===== src/rtl/linear_layer_scheduler_if.sv =====
// -----------------------------------------------------------------------------
// linear_layer_scheduler_if
//
// Purpose: bundles the control, memory-read and result handshake signals of
// the fully-connected layer scheduler so they travel as one port.
//
// Signals:
//   start        - one-cycle request to begin a layer
//   num_outputs  - neurons in the layer (IDX_W+1 bits, 0..MAX_OUTPUTS)
//   busy         - layer in progress (accepted start through done pulse)
//   done         - one-cycle pulse after the last result is accepted
//   mem_rd_en    - weight-row / bias read strobe
//   mem_rd_addr  - neuron index being read
//   dp_ce        - datapath clock enable
//   out_valid    - datapath result at output stage is valid
//   out_ready    - downstream accepts the result
//   out_idx      - neuron index of the current result
//
// Modports:
//   master - layer controller / downstream side (drives start, num_outputs,
//            out_ready)
//   slave  - scheduler side (drives everything else)
// -----------------------------------------------------------------------------
interface linear_layer_scheduler_if #(
    parameter int IDX_W = 6
);
    logic             start;
    logic [IDX_W:0]   num_outputs;
    logic             busy;
    logic             done;
    logic             mem_rd_en;
    logic [IDX_W-1:0] mem_rd_addr;
    logic             dp_ce;
    logic             out_valid;
    logic             out_ready;
    logic [IDX_W-1:0] out_idx;

    modport master (
        output start, num_outputs, out_ready,
        input  busy, done, mem_rd_en, mem_rd_addr, dp_ce, out_valid, out_idx
    );

    modport slave (
        input  start, num_outputs, out_ready,
        output busy, done, mem_rd_en, mem_rd_addr, dp_ce, out_valid, out_idx
    );
endinterface


===== src/rtl/linear_layer_scheduler.sv =====
// -----------------------------------------------------------------------------
// linear_layer_scheduler
//
// Purpose: sequences one fully-connected layer through the quantised
// multiplier datapath. One weight-row/bias read is issued per output neuron,
// the datapath clock enable is paced, and in-flight rows are tracked through
// the fixed memory + pipeline latency so each result leaves tagged with its
// neuron index. Downstream backpressure freezes the whole pipe.
//
// Ports:
//   clk           - clock
//   rst           - synchronous active-high reset (also resets the datapath)
//   bus (slave)   - start/num_outputs/busy/done, mem_rd_en/mem_rd_addr,
//                   dp_ce, out_valid/out_ready/out_idx
//   stall_cycles  - (only with SCHED_STALL_CNT_EN) saturating count of
//                   cycles the layer spent frozen by backpressure
//
// Optional feature macro: SCHED_STALL_CNT_EN
// -----------------------------------------------------------------------------
module linear_layer_scheduler #(
    parameter int MAX_OUTPUTS  = 64,
    parameter int IDX_W        = 6,
    parameter int MEM_LATENCY  = 1,
    parameter int PIPE_LATENCY = 6
) (
    input  logic                      clk,
    input  logic                      rst,
    linear_layer_scheduler_if.slave   bus
`ifdef SCHED_STALL_CNT_EN
    ,
    output logic [31:0]               stall_cycles
`endif
);

    // Total cycles (ce-qualified) from read strobe to result at output stage.
    localparam int L = MEM_LATENCY + PIPE_LATENCY;

    localparam logic [IDX_W:0] LP_ONE     = (IDX_W+1)'(1);
    localparam logic [IDX_W:0] LP_MAX_LEN = (IDX_W+1)'(MAX_OUTPUTS);

    typedef enum logic [1:0] {
        S_IDLE,
        S_RUN,
        S_DRAIN,
        S_DONE
    } state_t;

    state_t           r_state;
    state_t           w_state_next;

    logic [IDX_W:0]   r_len;
    logic [IDX_W:0]   r_issue_cnt;
    logic [IDX_W:0]   r_accept_cnt;

    logic [L-1:0]     r_vsr;
    logic [IDX_W-1:0] r_isr [L];
    logic [L-1:0]     w_vsr_next;
    logic [IDX_W-1:0] w_isr_next [L];

    logic             w_start_acc;
    logic [IDX_W:0]   w_len_in;
    logic             w_out_valid;
    logic             w_dp_ce;
    logic             w_accept;
    logic             w_issue;
    logic             w_last_issue;
    logic             w_last_accept;

    // ------------------------------------------------------------------
    // Handshake / pacing
    // ------------------------------------------------------------------
    assign w_start_acc   = (r_state == S_IDLE) && bus.start;
    assign w_len_in      = (bus.num_outputs > LP_MAX_LEN) ? LP_MAX_LEN : bus.num_outputs;

    assign w_out_valid   = r_vsr[L-1];
    // A result held at the output stage without ready freezes everything,
    // including the memories, so nothing upstream can be overwritten.
    assign w_dp_ce       = (r_state != S_IDLE) && !(w_out_valid && !bus.out_ready);
    assign w_accept      = w_out_valid && bus.out_ready;
    assign w_issue       = (r_state == S_RUN) && w_dp_ce && (r_issue_cnt < r_len);
    assign w_last_issue  = w_issue && (r_issue_cnt == (r_len - LP_ONE));
    assign w_last_accept = w_accept && (r_accept_cnt == (r_len - LP_ONE));

    assign bus.busy        = (r_state != S_IDLE);
    assign bus.done        = (r_state == S_DONE);
    assign bus.mem_rd_en   = w_issue;
    assign bus.mem_rd_addr = r_issue_cnt[IDX_W-1:0];
    assign bus.dp_ce       = w_dp_ce;
    assign bus.out_valid   = w_out_valid;
    assign bus.out_idx     = r_isr[L-1];

    // ------------------------------------------------------------------
    // FSM
    // ------------------------------------------------------------------
    always_ff @(posedge clk) begin
        if (rst) begin
            r_state <= S_IDLE;
        end else begin
            r_state <= w_state_next;
        end
    end

    always_comb begin
        w_state_next = r_state;
        case (r_state)
            S_IDLE: begin
                // An empty layer still spends one cycle in DRAIN so that
                // done always lands two cycles after the accepted start.
                if (bus.start) begin
                    w_state_next = (w_len_in != '0) ? S_RUN : S_DRAIN;
                end
            end
            S_RUN: begin
                if (w_last_issue) begin
                    w_state_next = S_DRAIN;
                end
            end
            S_DRAIN: begin
                if ((r_len == '0) || w_last_accept) begin
                    w_state_next = S_DONE;
                end
            end
            S_DONE: begin
                w_state_next = S_IDLE;
            end
            default: begin
                w_state_next = S_IDLE;
            end
        endcase
    end

    // ------------------------------------------------------------------
    // Layer length and issue/accept counters
    // ------------------------------------------------------------------
    always_ff @(posedge clk) begin
        if (rst) begin
            r_len        <= '0;
            r_issue_cnt  <= '0;
            r_accept_cnt <= '0;
        end else if (w_start_acc) begin
            r_len        <= w_len_in;
            r_issue_cnt  <= '0;
            r_accept_cnt <= '0;
        end else begin
            if (w_issue) begin
                r_issue_cnt <= r_issue_cnt + LP_ONE;
            end
            if (w_accept) begin
                r_accept_cnt <= r_accept_cnt + LP_ONE;
            end
        end
    end

    // ------------------------------------------------------------------
    // Valid / index shift registers mirroring the datapath pipeline.
    // Stage 0 takes the current issue (or a zero bubble); later stages
    // copy their predecessor. Everything advances only with dp_ce.
    // ------------------------------------------------------------------
    genvar gi;
    generate
        for (gi = 0; gi < L; gi++) begin : g_stage
            if (gi == 0) begin : g_head
                assign w_vsr_next[gi] = w_issue;
                assign w_isr_next[gi] = w_issue ? r_issue_cnt[IDX_W-1:0] : '0;
            end else begin : g_body
                assign w_vsr_next[gi] = r_vsr[gi-1];
                assign w_isr_next[gi] = r_isr[gi-1];
            end
        end
    endgenerate

    always_ff @(posedge clk) begin
        if (rst) begin
            r_vsr <= '0;
            for (int i = 0; i < L; i++) begin
                r_isr[i] <= '0;
            end
        end else if (w_dp_ce) begin
            r_vsr <= w_vsr_next;
            for (int i = 0; i < L; i++) begin
                r_isr[i] <= w_isr_next[i];
            end
        end
    end

`ifdef SCHED_STALL_CNT_EN
    // ------------------------------------------------------------------
    // Backpressure stall counter: cleared on accepted start, counts frozen
    // cycles during a layer, saturates, and holds after done.
    // ------------------------------------------------------------------
    logic [31:0] r_stall_cnt;

    always_ff @(posedge clk) begin
        if (rst) begin
            r_stall_cnt <= '0;
        end else if (w_start_acc) begin
            r_stall_cnt <= '0;
        end else if ((r_state != S_IDLE) && !w_dp_ce && (r_stall_cnt != 32'hFFFF_FFFF)) begin
            r_stall_cnt <= r_stall_cnt + 32'd1;
        end
    end

    assign stall_cycles = r_stall_cnt;
`else
    // Stall counter not built; no extra port.
`endif

endmodule


===== src/flat_wrapper.sv =====
// flat-port wrapper written by rule: the top's interface ports become plain ports
module linear_layer_scheduler_flat 
#(
    parameter int MAX_OUTPUTS  = 64,
    parameter int IDX_W        = 6,
    parameter int MEM_LATENCY  = 1,
    parameter int PIPE_LATENCY = 6
)
  (clk, rst, bus_start, bus_num_outputs, bus_out_ready, bus_busy, bus_done, bus_mem_rd_en, bus_mem_rd_addr, bus_dp_ce, bus_out_valid, bus_out_idx);
  linear_layer_scheduler_if #(.IDX_W(IDX_W)) bus_i ();
  input  logic clk;
  input  logic rst;
  input wire logic [$bits(bus_i.start)-1:0] bus_start;
  input wire logic [$bits(bus_i.num_outputs)-1:0] bus_num_outputs;
  input wire logic [$bits(bus_i.out_ready)-1:0] bus_out_ready;
  output wire logic [$bits(bus_i.busy)-1:0] bus_busy;
  output wire logic [$bits(bus_i.done)-1:0] bus_done;
  output wire logic [$bits(bus_i.mem_rd_en)-1:0] bus_mem_rd_en;
  output wire logic [$bits(bus_i.mem_rd_addr)-1:0] bus_mem_rd_addr;
  output wire logic [$bits(bus_i.dp_ce)-1:0] bus_dp_ce;
  output wire logic [$bits(bus_i.out_valid)-1:0] bus_out_valid;
  output wire logic [$bits(bus_i.out_idx)-1:0] bus_out_idx;
  assign bus_i.start = bus_start;
  assign bus_i.num_outputs = bus_num_outputs;
  assign bus_i.out_ready = bus_out_ready;
  assign bus_busy = bus_i.busy;
  assign bus_done = bus_i.done;
  assign bus_mem_rd_en = bus_i.mem_rd_en;
  assign bus_mem_rd_addr = bus_i.mem_rd_addr;
  assign bus_dp_ce = bus_i.dp_ce;
  assign bus_out_valid = bus_i.out_valid;
  assign bus_out_idx = bus_i.out_idx;
  linear_layer_scheduler #(.MAX_OUTPUTS(MAX_OUTPUTS), .IDX_W(IDX_W), .MEM_LATENCY(MEM_LATENCY), .PIPE_LATENCY(PIPE_LATENCY)) u_core (.clk(clk), .rst(rst), .bus(bus_i));
endmodule

===== config.mk =====
export PLATFORM = sky130hd
export DESIGN_NAME = linear_layer_scheduler_flat
export DESIGN_NICKNAME = d
export VERILOG_FILES = /design/src/rtl/linear_layer_scheduler_if.sv /design/src/rtl/linear_layer_scheduler.sv /design/src/flat_wrapper.sv
export SDC_FILE = /design/constraint.sdc
export NUM_CORES = 1
export LEC_CHECK = 0
export CAP_MARGIN = 25
export CORE_MARGIN = 5
export CORE_UTILIZATION = 33
export CTS_CLUSTER_SIZE = 12
export DETAILED_ROUTE_END_ITERATION = 10
export PLACE_DENSITY = 0.47
export SLEW_MARGIN = 20
export SYNTH_ARGS = -nofsm -noshare
export SYNTH_HDL_FRONTEND = slang
export SYNTH_SLANG_ARGS = --single-unit

===== constraint.sdc =====
create_clock -name clk -period 5.8 [get_ports clk]
set_clock_uncertainty 0.15 [all_clocks]
set_input_delay 0.87 -clock clk [delete_from_list [all_inputs] [get_ports clk]]
set_output_delay 0.87 -clock clk [all_outputs]
set_load 0.05 [all_outputs]

-- Word-level counts from Yosys, hierarchy flattened
Memory sizes are Yosys's and may differ from the RTL's.
Index checks and enable logic that the tools add are counted.
- add/subtract/negate cells: 3
- $lt $le $gt $ge: 2
- eq/ne operators: 8
- muxes and demuxes: 19
- bitwise gates (word level): 7
- reduce and logical (&&, ||, !) cells: 17
- operator list (cell ; count):
    6-bit two-way mux ; 8
    7-bit by 1-bit adder with 7-bit output (second input constant) ; 2
    7-bit equality test ; 2
    1-bit logical AND ; 8
    2-bit two-way mux ; 4
    2-bit case mux with 4 select lines ; 1
    7-bit greater-than comparator (second input constant) ; 1
    7-bit logical NOT ; 1
    7-bit < comparator ; 1
    7-bit two-way mux ; 1
    1-bit bitwise OR ; 7
    7-bit nonzero test ; 1
    7-bit by 1-bit subtractor with 7-bit output (second input constant) ; 1
    1-bit two-way mux ; 5
    2-bit equality test (second input constant) ; 2
    2-bit by 1-bit != test with 1-bit output (second input constant) ; 2
    3-bit AND reduction ; 1
    2-bit by 1-bit equality test with 1-bit output (second input constant) ; 1
    1-bit logical NOT ; 2
    2-bit logical NOT ; 1
    2-bit != test (second input constant) ; 1
    2-bit nonzero test ; 1
    2-bit OR reduction ; 1
    1-bit logical OR ; 1
- register bits after elaboration: 30
- RAM bits: 42
- logic and storage cells: 62
- memories: 1
- memories (memory ; depth ; bits a word ; rd ports ; clocked after memory_dff ; wr ports ; RTL line ; source):
    u_core.r_isr ; 7 ; 6 ; 7 ; 0 ; 7 ; linear_layer_scheduler.sv:56 ; logic [IDX_W-1:0] r_isr [L];

-- Depth between registers and ports, before layout
- depth in word-level cells: 9
- mapped depth: 9
- mapped depth without buffers: 9

-- Least setup slack after synthesis
No wires, ideal clock.
- kind: input to output
- start: input bus_out_ready
- end: output bus_mem_rd_en
- data arrival time: 2.253 ns
- data required time: 4.780 ns
- setup slack: 2.527 ns
- stages: 4
- path through: inv_2 > a21oi_4 > nand3b_4 > nor3_4
- longest elaborated chain between the ends: 6
- ends and longest elaborated chain (what ; RTL line ; source):
    start, declared ; flat_wrapper.sv:15 ; input wire logic [$bits(bus_i.out_ready)-1:0] bus_out_ready;
    1-bit logical NOT ; linear_layer_scheduler.sv:78 ; assign w_dp_ce = (r_state != S_IDLE) && !(w_out_valid && !bus.out_ready);
    1-bit logical AND ; linear_layer_scheduler.sv:78 ;
    1-bit logical NOT ; linear_layer_scheduler.sv:78 ;
    1-bit logical AND ; linear_layer_scheduler.sv:78 ;
    named net bus_dp_ce ; flat_wrapper.sv:20 ; output wire logic [$bits(bus_i.dp_ce)-1:0] bus_dp_ce;
    1-bit logical AND (2 in a row) ; linear_layer_scheduler.sv:80 ; assign w_issue = (r_state == S_RUN) && w_dp_ce && (r_issue_cnt < r_len);
    end, declared ; flat_wrapper.sv:18 ; output wire logic [$bits(bus_i.mem_rd_en)-1:0] bus_mem_rd_en;
The timed path passes the listed nets, and every way through them passes these cells.

-- Worst setup path after layout
- start: input bus_out_ready
- end: output bus_mem_rd_en
- longest elaborated chain between the ends: 6
- ends and longest elaborated chain (what ; RTL line):
    1-bit logical NOT ; linear_layer_scheduler.sv:78
    1-bit logical AND ; linear_layer_scheduler.sv:78
    1-bit logical NOT ; linear_layer_scheduler.sv:78
    1-bit logical AND ; linear_layer_scheduler.sv:78
    1-bit logical AND (2 in a row) ; linear_layer_scheduler.sv:80
No other way between the ends.

==> PnR_summary.wiki <==
{| class="wikitable"
! Metric !! Value
|-
| Run status || completed
|-
| Synth warn || 0
|-
| Worst hold-check path type || reg2reg
|-
| Maximum clock frequency || about 230 MHz
|-
| Number of clock sinks seen by CTS || between 70 and 80
|-
| Pre-antenna DRT Iters || 4
|-
| CTS tree || built
|-
| Slew margin rel. || 44.8%
|-
| Share of the clock period used by the worst path || 73.4%
|-
| Worst Setup End Kind || primary output
|-
| Post-CTS clock slew at the launch and capture registers of the worst setup and hold paths || 0.07 ns
|-
| Weighted congestion reported at the end of routability-driven placement || 0.820
|-
| Minimum clock period after layout || 4.26 ns
|-
| CTS max path bufs || 2
|-
| ANT nets after route || 0
|-
| Final Total Pwr || around 1.6 mW
|-
| Effective utilization at floorplan || 33.3%
|-
| IO Port Bufs || 27
|-
| Count of cells along the worst hold path || 2
|-
| Largest driver fanout on the critical path || 10
|-
| Antenna Diode Count || 0
|-
| Iter 0 DRT Violations || ~150
|-
| Aggregate negative setup slack || 0 ns
|-
| Power Density || roughly 400 nW/um^2
|-
| Die Outline Area || 13000 sq um
|-
| Pin slew with the least headroom to its limit || 0.825 ns
|-
| Global-route wire length before repair || 11300 microns
|-
| Sum of routed wire length over all layers || approximately 6700 microns
|-
| Count of state elements after synthesis || 72
|-
| Most used DFF post-synth || sky130_fd_sc_hd__edfxtp_1
|-
| Antenna violations before repair || 0
|-
| Part of the Yosys area used for sequential elements || approximately 52%
|-
| Detailed placement HPWL || ~4600 microns
|-
| Number of instances resized during post-cts repair || 0
|-
| Share of final-layout standard cells stronger than drive strength 1 || 8.29%
|-
| Pin count of the biggest net entering global routing || 43
|-
| Post-CTS Hold Fix Bufs || 0
|-
| Via density per instance || approximately 4.7
|-
| Number of cells traversed by the worst register-to-register path || 8
|-
| Crit Reg-Reg Startpoint || u_core.r_len[0]$_SDFFE_PP0P_
|-
| Post-CTS Setup Repair Bufs || 0
|-
| Flop2flop setup slack || 3.09 ns
|-
| Startpoint-to-endpoint class of the critical path || in2out
|-
| Global Route Usage Sum || 11.3%
|-
| WP data required || between 4 and 5 ns
|-
| Number of nets in the finished design || about 370
|-
| Post-synth design cell area || between 3000 and 4000 sq um
|-
| Total vias in the final route || around 2300
|-
| Fraction of post-synthesis cell area in the top cell type by area || 35.4%
|-
| Worst R2R End || u_core.r_state[1]$_SDFFE_PP0P_
|-
| Number of top-level design ports || 28
|-
| RSZ-0062 raised after global routing || false
|-
| Count of flip-flops with a built-in enable after synthesis || 42
|-
| Worst VDD drop || around 0.13 mV
|-
| Worst Hold Launch || u_core.r_vsr[5]$_SDFFE_PP0P_
|-
| Grt total ovfl || 0
|-
| Final number of max-transition violations || 0
|-
| Count of endpoints failing setup in the final report || 0
|-
| Distinct cells, synth || 50
|-
| Placed Instance Area || 3930 sq um
|-
| Number of instances in the synthesized netlist || roughly 330
|-
| Post-Syn Area per Cell || 11.0 sq um
|-
| Max-cap violations || 0
|-
| Utilization after layout || a little under 40%
|-
| Core box area || between 10000 and 15000 sq um
|-
| Vert. Die Dim || about 110 microns
|-
| Worst Hold Endpoint || u_core.r_vsr[6]$_SDFFE_PP0P_
|-
| WL per Instance || 13.7 microns
|-
| Hold Violations, Final || 0
|-
| Source-to-sink clock delay at the later pin of the worst-skew pair || about 0.35 ns
|-
| Type of origin of the critical path || primary input
|-
| Share of synthesized flip-flops with an asynchronous set or reset || 0%
|-
| Deepest level of the CTS H-tree || 3
|-
| Area of all placed cells without fillers || slightly above 4000 sq um
|-
| Cell taking the most area after synthesis || sky130_fd_sc_hd__edfxtp_1
|-
| Synth-to-Final Area Change || 16.1%
|-
| FP Rows || 38
|-
| Signal arrival time at the worst endpoint || 3.24 ns
|-
| Count of unresolved DRC violations after routing || 0
|-
| Top area cells in the synthesized netlist || sky130_fd_sc_hd__edfxtp_1 (35%), sky130_fd_sc_hd__dfxtp_1 (17%), sky130_fd_sc_hd__and2_1 (6.3%)
|-
| Nets in the synthesized netlist || ~350
|-
| CTS Root Buffer Type || sky130_fd_sc_hd__clkbuf_8
|-
| Horizontal extent of the die || approximately 110 microns
|-
| Standby leakage power || approximately 1.6 nW
|-
| Number of clock buffers inserted by TritonCTS || 9
|-
| Vias in the first global route || 2278
|}
==> final cells by class <==
type                            count  area, sq um
Inverter                           15         56.3
Tap cell                          140          175
Sequential cell                    72         1860
Clock buffer                       10          128
Clock inverter                      5         82.6
Timing Repair Buffer               30          293
Multi-Input combinational cell    218         1540
Fill cell                        1056         6560
==> cells by family (layout without fill, tap and decap cells) <==
logic type | Yosys count | in the layout | share of synthesized area, %
and+or+nand+nor | 131 | 131 | 22.1
DFF | 72 | 72 | 52.2
AOI/OAI and AO/OA | 37 | 37 | 6.98
buffers and inverters | 35 | 60 | 4.56
xor gates and xnor gates | 28 | 28 | 6.88
adders and majority gates | 16 | 16 | 5.61
muxes | 6 | 6 | 1.68
==> stage by stage <==
step	std cells	hold slack, ns	setup slack, ns
global placement	475	0.297	1.54
global route	490	0.346	1.41
CTS	490	0.313	1.52
finish	490	0.307	1.54
floorplan	325	0.276	2.53
detailed placement	475	0.296	1.53
==> critical path, stage by stage <==
cell                              delay [ns]
sky130_fd_sc_hd__clkdlybuf4s50_1        0.58
sky130_fd_sc_hd__inv_2                  0.08
sky130_fd_sc_hd__a21oi_4                0.38
sky130_fd_sc_hd__nand3b_4               0.12
sky130_fd_sc_hd__nor3_4                 0.17
sky130_fd_sc_hd__buf_4                  0.20
sky130_fd_sc_hd__clkdlybuf4s50_1        0.83
==> worst max-delay path by stage <==
stage / cells after the start / slack (ns) / from / end
6_report: 7 / 1.54 / bus_out_ready / bus_mem_rd_en
5_1_grt: 7 / 1.41 / bus_out_ready / bus_mem_rd_en
4_1_cts: 7 / 1.52 / bus_out_ready / bus_mem_rd_en
3_5_place_dp: 7 / 1.53 / bus_out_ready / bus_mem_rd_en
3_3_place_gp: 7 / 1.54 / bus_out_ready / bus_mem_rd_en
2_1_floorplan: 4 / 2.53 / bus_out_ready / bus_mem_rd_en
==> layer usage <==
metal	global-route usage [%]	part of all wire, %	vias to the layer above
met5	0	0	-
met2	16.7	44	37
met4	5.62	1.9	0
met3	3.40	4.4	6
met1	14.9	49	1096
li1	-	-	1163
==> registers in the layout (all words and copies together), names as in the netlist <==
signal / cells
u_core.r_accept_cnt: 7
u_core.r_isr: 42
u_core.r_len: 7
u_core.r_vsr: 7
u_core.r_issue_cnt: 7
u_core.r_state: 2
==> power breakdown <==
group	internal [mW]	switching, mW
registers	0.675	0.0349
clock network	0.241	0.190
logic	0.173	0.312
==> placed cells by master, fill, tap and decap left out, types with 2 or more instances in the layout <==
cell type                         netlist  final
sky130_fd_sc_hd__o21ai_0                6      6
sky130_fd_sc_hd__bufinv_16              0      2
sky130_fd_sc_hd__a31oi_1                2      2
sky130_fd_sc_hd__mux2i_1                6      6
sky130_fd_sc_hd__dfxtp_1               30     30
sky130_fd_sc_hd__buf_4                  7      3
sky130_fd_sc_hd__nand2b_1               3      3
sky130_fd_sc_hd__xnor2_1               16     16
sky130_fd_sc_hd__and2_1                36     36
sky130_fd_sc_hd__nand2_1               14     14
sky130_fd_sc_hd__ha_1                  16     16
sky130_fd_sc_hd__nor2_1                30     30
sky130_fd_sc_hd__edfxtp_1              42     42
sky130_fd_sc_hd__a211oi_1               2      2
sky130_fd_sc_hd__clkbuf_8               0      9
sky130_fd_sc_hd__nor2b_1                8      7
sky130_fd_sc_hd__nand4_1                4      4
sky130_fd_sc_hd__and3_1                 4      4
sky130_fd_sc_hd__a21oi_1               15     15
sky130_fd_sc_hd__clkinv_4               0      2
sky130_fd_sc_hd__nor3b_1                6      6
sky130_fd_sc_hd__clkdlybuf4s50_1        0     27
sky130_fd_sc_hd__inv_1                 14     14
sky130_fd_sc_hd__nor3_1                 2      2
sky130_fd_sc_hd__nor4_1                 4      4
sky130_fd_sc_hd__nand3_1                8      8
sky130_fd_sc_hd__xor2_1                12     12
==> Yosys cell counts, drive strengths merged (2+ instances only) <==
| cell | instances |
|---|---|
| edfxtp | 42 |
| and2 | 36 |
| nor2 | 31 |
| dfxtp | 30 |
| a21oi | 16 |
| ha | 16 |
| xnor2 | 16 |
| inv | 15 |
| nand2 | 14 |
| xor2 | 12 |
| buf | 11 |
| clkbuf | 9 |
| nand3 | 8 |
| nor2b | 8 |
| mux2i | 6 |
| nor3b | 6 |
| o21ai | 6 |
| nand4 | 5 |
| nor4 | 5 |
| and3 | 4 |
| nand2b | 3 |
| nor3 | 3 |
| a211oi | 2 |
| a31oi | 2 |
| nand3b | 2 |
| or4 | 2 |
Note: power is estimated with default switching activity, not from simulation.
==> patch 1: new RTL, same settings <==
Encoding of `state_t`: now Gray code (2 bits for 4 states).
--- a/src/rtl/linear_layer_scheduler.sv
+++ b/src/rtl/linear_layer_scheduler.sv
@@ -40,8 +40,8 @@
 
     typedef enum logic [1:0] {
-        S_IDLE,
-        S_RUN,
-        S_DRAIN,
-        S_DONE
+        S_IDLE  = 2'b00,
+        S_RUN   = 2'b01,
+        S_DRAIN = 2'b11,
+        S_DONE  = 2'b10
     } state_t;
 
Behaviour: no difference found for any inputs over 10 cycles, from zero or initial values and one cycle with rst high; not proved beyond that.
==> patch 1 against the unedited design <==
Setup slack better by 130 ps. Wire length down 3.8%. Sequential cell count unchanged. Count of clock-buffer cells in the layout down 1. Via count down 2.5%. Design area down 3.4%. Critical path depth down 1. Synthesized area down 3.8%. Largest cell class unchanged.
Power is not compared: it rests on default switching activity, and its combinational part moved more than twofold at a synthesized area within 25%.
==> patch 1: results (changes against the unedited design) <==
| Metric | Value |
|---|---|
| Status | completed (unchanged) |
| Routability cong. | 0.7510 (was 0.8201) |
| Via Count | 2,245 (was 2,302) |
| Buffers excl. clock | 28 (was 30) |
| Max-slew headroom | 0.3655 (was 0.4476) |
| Area contributors post-synth | edfxtp_1 (37%), dfxtp_1 (18%), and2_1 (6.4%), xnor2_1 (4.6%), ha_1 (4.0%) (was edfxtp_1 (35%), dfxtp_1 (17%), and2_1 (6.3%), ha_1 (5.6%), xnor2_1 (3.9%)) |
| Layout cells sized above 1 | 0.08116 (was 0.08286) |
| Total track usage | 0.1067 (was 0.1126) |
| Syn nets | 345 (was 352) |
| Synth unique cells | 49 (was 50) |
| Max incr delay on CP | 800 ps (was 830 ps) |
| Reg area | 0.001862 sq mm (unchanged) |
| H-tree Lvls | 3 (unchanged) |
| Commonest cells post-synth | edfxtp_1 (42), and2_1 (35), dfxtp_1 (30), nor2_1 (26), nand2_1 (23) (was edfxtp_1 (42), and2_1 (36), dfxtp_1 (30), nor2_1 (30)) |
| Layout filler cell count | 974 (was 1,056) |
| Clock buf count | 9 (was 10) |
| Sequential area share after synthesis | 0.5427 (was 0.5221) |
| Fraction of area in non-clock buffers | 0.06946 (was 0.07072) |
| Clock network area share | 0.06227 (was 0.05077) |
| Net count, final | 362 (was 373) |
| WP data arrival | 3110 ps (was 3240 ps) |
| Ys flop type | edfxtp_1 (unchanged) |
| Vias in the first global route | 2,088 (was 2,278) |
| Global-route wire length before repair | 10,590 um (was 11,300 um) |
| Fraction of area in multi-input gates | 0.3479 (was 0.3729) |
| Placed wire-length estimate | 4394 um (was 4551 um) |
| Initial drt markers | 143 (was 151) |
| Pint | 0.9554 mW |
| Multi-input gates | 216 (was 218) |
| Inverter count | 13 (was 15) |
| Avg WL per Cell | 13.45 um (was 13.73 um) |
==> patch 1: cell types whose count changed in the layout (fill, tap and decap cells not counted), sizes merged, moves of 3 or more <==
cell   change
ha         -5
o21ai      -3
nor4       -3
xor2       -5
a21oi      +5
nor2       -5
o31ai      +3
nor3       +5
mux2i      -5
nand2      +9
==> patch 1: path summary, 6_finish.rpt <==
path | from | to | slack, ps | depth (start not counted)
setup / recovery | bus_out_ready | bus_mem_rd_en | 1670 | 6
setup reg to reg | u_core.r_len[4] | u_core.r_issue_cnt[5] | 3150 | 7
hold / removal | u_core.r_vsr[1] | u_core.r_vsr[1] | 310 | 2
hold reg to reg | u_core.r_vsr[1] | u_core.r_vsr[1] | 310 | 2
==> patch 1: cell families after synthesis <==
logic type | share of synthesized area
xor gates and xnor gates | 0.06382
buffers and inverters | 0.05251
adders and majority gates | 0.04012
and+or+nand+nor | 0.2210
muxes | 0.006200
DFF | 0.5427
AOI/OAI and AO/OA | 0.07367
==> patch 1: routing by layer <==
layer  share of wire  GRT usage  wire, um
met5               0          0         0
met4           0.022    0.05529       142
met3           0.047    0.02717       303
met2            0.44     0.1563      2817
met1            0.50     0.1452      3207
==> patch 1: worst min-delay path, delay by kind of cell, from the launching register on <==
family           cells  cell delay, ps
flip-flops           1             310
AND/OR/NAND/NOR      1              50
AO/OA/AOI/OAI        1              50
==> patch 1: through the flow <==
step	cell area [sq um]	setup slack [ps]	instances	total power, mW	hold slack [ps]
final	3999	1673	481	1.299	309.2
after global routing	3999	1538	481	1.363	340.3
after CTS	3999	1640	481	1.318	313.6
after detailed placement	3750	1639	465	0.8196	301.7
after global placement	3750	1668	465	0.8189	298.5
after floorplan	3431	2843	323	0.7659	282.1
==> patch 2: new RTL, config.mk and constraints unchanged <==
Without the edit above. `IDX_W` is set to 6 in 3 places; all go to 5.
--- a/src/rtl/linear_layer_scheduler_if.sv
+++ b/src/rtl/linear_layer_scheduler_if.sv
@@ -23,5 +23,5 @@
 // -----------------------------------------------------------------------------
 interface linear_layer_scheduler_if #(
-    parameter int IDX_W = 6
+    parameter int IDX_W = 5
 );
     logic             start;
--- a/src/rtl/linear_layer_scheduler.sv
+++ b/src/rtl/linear_layer_scheduler.sv
@@ -20,5 +20,5 @@
 module linear_layer_scheduler #(
     parameter int MAX_OUTPUTS  = 64,
-    parameter int IDX_W        = 6,
+    parameter int IDX_W        = 5,
     parameter int MEM_LATENCY  = 1,
     parameter int PIPE_LATENCY = 6
--- a/src/flat_wrapper.sv
+++ b/src/flat_wrapper.sv
@@ -3,5 +3,5 @@
 #(
     parameter int MAX_OUTPUTS  = 64,
-    parameter int IDX_W        = 6,
+    parameter int IDX_W        = 5,
     parameter int MEM_LATENCY  = 1,
     parameter int PIPE_LATENCY = 6
Interface: changed (resized bus_mem_rd_addr, bus_num_outputs and bus_out_idx); port bits go from 28 to 25. The function was not compared with the original's and may differ.
==> patch 2 against the unedited design <==
Register-to-register slack worse by 160 ps. Synthesized cell count is 19% lower. Die area is 15% lower. Synthesized area is 16% lower. Count of clock-buffer cells in the layout stayed put. Setup slack better by 54 ps. Wire length is 25% lower. Design area is 18% lower. Sequential cell count is 10 lower. Critical path type unchanged. Power is 24% lower. Critical path depth is 1 lower. Sequential power is 16% lower.
==> patch 2: results (changes against the unedited design) <==
| Metric | Value |
|---|---|
| Reg-to-reg slack, setup | 2930 ps (was 3090 ps) |
| Vias in the first global route | 1,745 (was 2,278) |
| Worst VDD drop | 0.1125 mV (was 0.1331 mV) |
| Clock root cell | clkbuf_8 (unchanged) |
| Global-route wire length before repair | 8728 um (was 11,300 um) |
| Slew @ Worst Pin | 828.3 ps (was 824.8 ps) |
| Fin crit share | 0.7250 (was 0.7343) |
| Total track usage | 0.09872 (was 0.1126) |
| Input/output buffers | 18 (was 27) |
| Routability cong. | 0.7112 (was 0.8201) |
| Placed insts | 373 (was 475) |
| PostCTS Resize Cnt | 0 (unchanged) |
| Hold_ws | 305.5 ps (was 307.2 ps) |
| DR vias/cell | 4.681 (was 4.698) |
| Status | completed (unchanged) |
| Sequential area share after synthesis | 0.5336 (was 0.5221) |
| Max incr delay on CP | 830 ps (about the same) |
| Non-filler cells, final | 389 (was 490) |
| Clk_lat worst skew | 330 ps (was 350 ps) |
| Placed wire-length estimate | 3346 um (was 4551 um) |
| Post-synth EDFFs | 35 (was 42) |
| Area contributors post-synth | edfxtp_1 (35%), dfxtp_1 (18%), and2_1 (6.3%), ha_1 (6.3%), nor2_1 (3.3%) (was edfxtp_1 (35%), dfxtp_1 (17%), and2_1 (6.3%), ha_1 (5.6%), xnor2_1 (3.9%)) |
| Largest net degree at the start of global routing | 37 (was 43) |
| Syn nets | 287 (was 352) |
| Syn avg cell area | 11.38 sq um (was 10.97 sq um) |
| Initial drt markers | 106 (was 151) |
| Diode count | 0 (unchanged) |
| Leak pwr | 1.295 nW (was 1.555 nW) |
| Net count, final | 301 (was 373) |
| Commonest cells post-synth | edfxtp_1 (35), and2_1 (30), dfxtp_1 (27), nor2_1 (26) (was edfxtp_1 (42), and2_1 (36), dfxtp_1 (30), nor2_1 (30)) |
| Routed WL | 5044 um (was 6728 um) |
| P_sw | 0.3692 mW (was 0.5368 mW) |
| Crit Path Category | input port to output pin (unchanged) |
| Layout cells sized above 1 | 0.1210 (was 0.08286) |
| WP data arrival | 3180 ps (was 3240 ps) |
-- patch 2: changes by cell type in the layout (fill, tap and decap cells not counted), moves of 4 or more --
cell and change:
nand3_1 -5, nor4_1 -4, xnor2_1 -10, a21oi_1 -11
clkdlybuf4s50_1 -9, nand2_1 -4, nor3b_1 -5, edfxtp_1 -7
xor2_1 -4, nor2_1 -4, and2_1 -6
-- patch 2: routing by layer --
| metal | up-vias | GRT usage | routed length (um) |
|---|---|---|---|
| li1 | 929 | - | - |
| met1 | 846 | 0.1330 | 2569 |
| met2 | 38 | 0.1416 | 2097 |
| met3 | 8 | 0.03206 | 268 |
| met4 | 0 | 0.04932 | 108 |
| met5 | - | 0 | 0 |
-- patch 2: path summary, 6_finish.rpt --
| kind | from | end |
|---|---|---|
| hold reg to reg | u_core.r_vsr[0] | u_core.r_vsr[0] |
| setup reg to reg | u_core.r_len[4] | u_core.r_state[0] |
| setup / recovery | bus_out_ready | bus_mem_rd_en |
| hold / removal | u_core.r_vsr[0] | u_core.r_vsr[0] |
-- patch 2: cell type report --
type | instances | area (sq um)
multi-input cells | 168 | 1232
repair buffers | 20 | 195.2
inverters | 15 | 56.30
fillers | 860 | 5364
clock inverters | 6 | 61.31
flip-flops and latches | 62 | 1592
well taps | 108 | 135.1
clock buffers | 10 | 127.6
-- patch 2: worst register-to-register path, delay by kind of cell, from the launching register on --
kind | cells | cell delay, ps
adder cells (fa/ha/maj) | 1 | 320
flip-flops | 1 | 470
AND/OR/NAND/NOR | 1 | 190
buffers and inverters | 1 | 160
multiplexers | 1 | 220
AO/OA/AOI/OAI | 4 | 1300
-- patch 2: through the flow --
stage               setup WS, ps  cell area [sq um]
floorplan                   2562               2983
global placement            1583               3211
detailed placement          1568               3211
CTS                         1567               3400
global route                1403               3400
finish                      1595               3400
-- patch 2: logic make-up (layout without fill, tap and decap cells) --
logic type | Yosys count | count (layout) | share of synthesized area
and+or+nand+nor | 100 | 100 | 0.1875
DFF | 62 | 62 | 0.5336
buffers and inverters | 32 | 51 | 0.05327
AOI/OAI and AO/OA | 28 | 28 | 0.07550
adders and majority gates | 16 | 16 | 0.06628
xor gates and xnor gates | 16 | 16 | 0.05705
muxes | 8 | 8 | 0.02685
-- patch 2: power groups by stage --
stage / logic, mW / clock network, mW / registers (mW)
5_1_grt: 0.288 / 0.405 / 0.604
4_1_cts: 0.273 / 0.385 / 0.594
3_3_place_gp: 0.271 / 0 / 0.603
6_report: 0.267 / 0.372 / 0.593
3_5_place_dp: 0.272 / 0 / 0.604
2_1_floorplan: 0.152 / 0 / 0.644
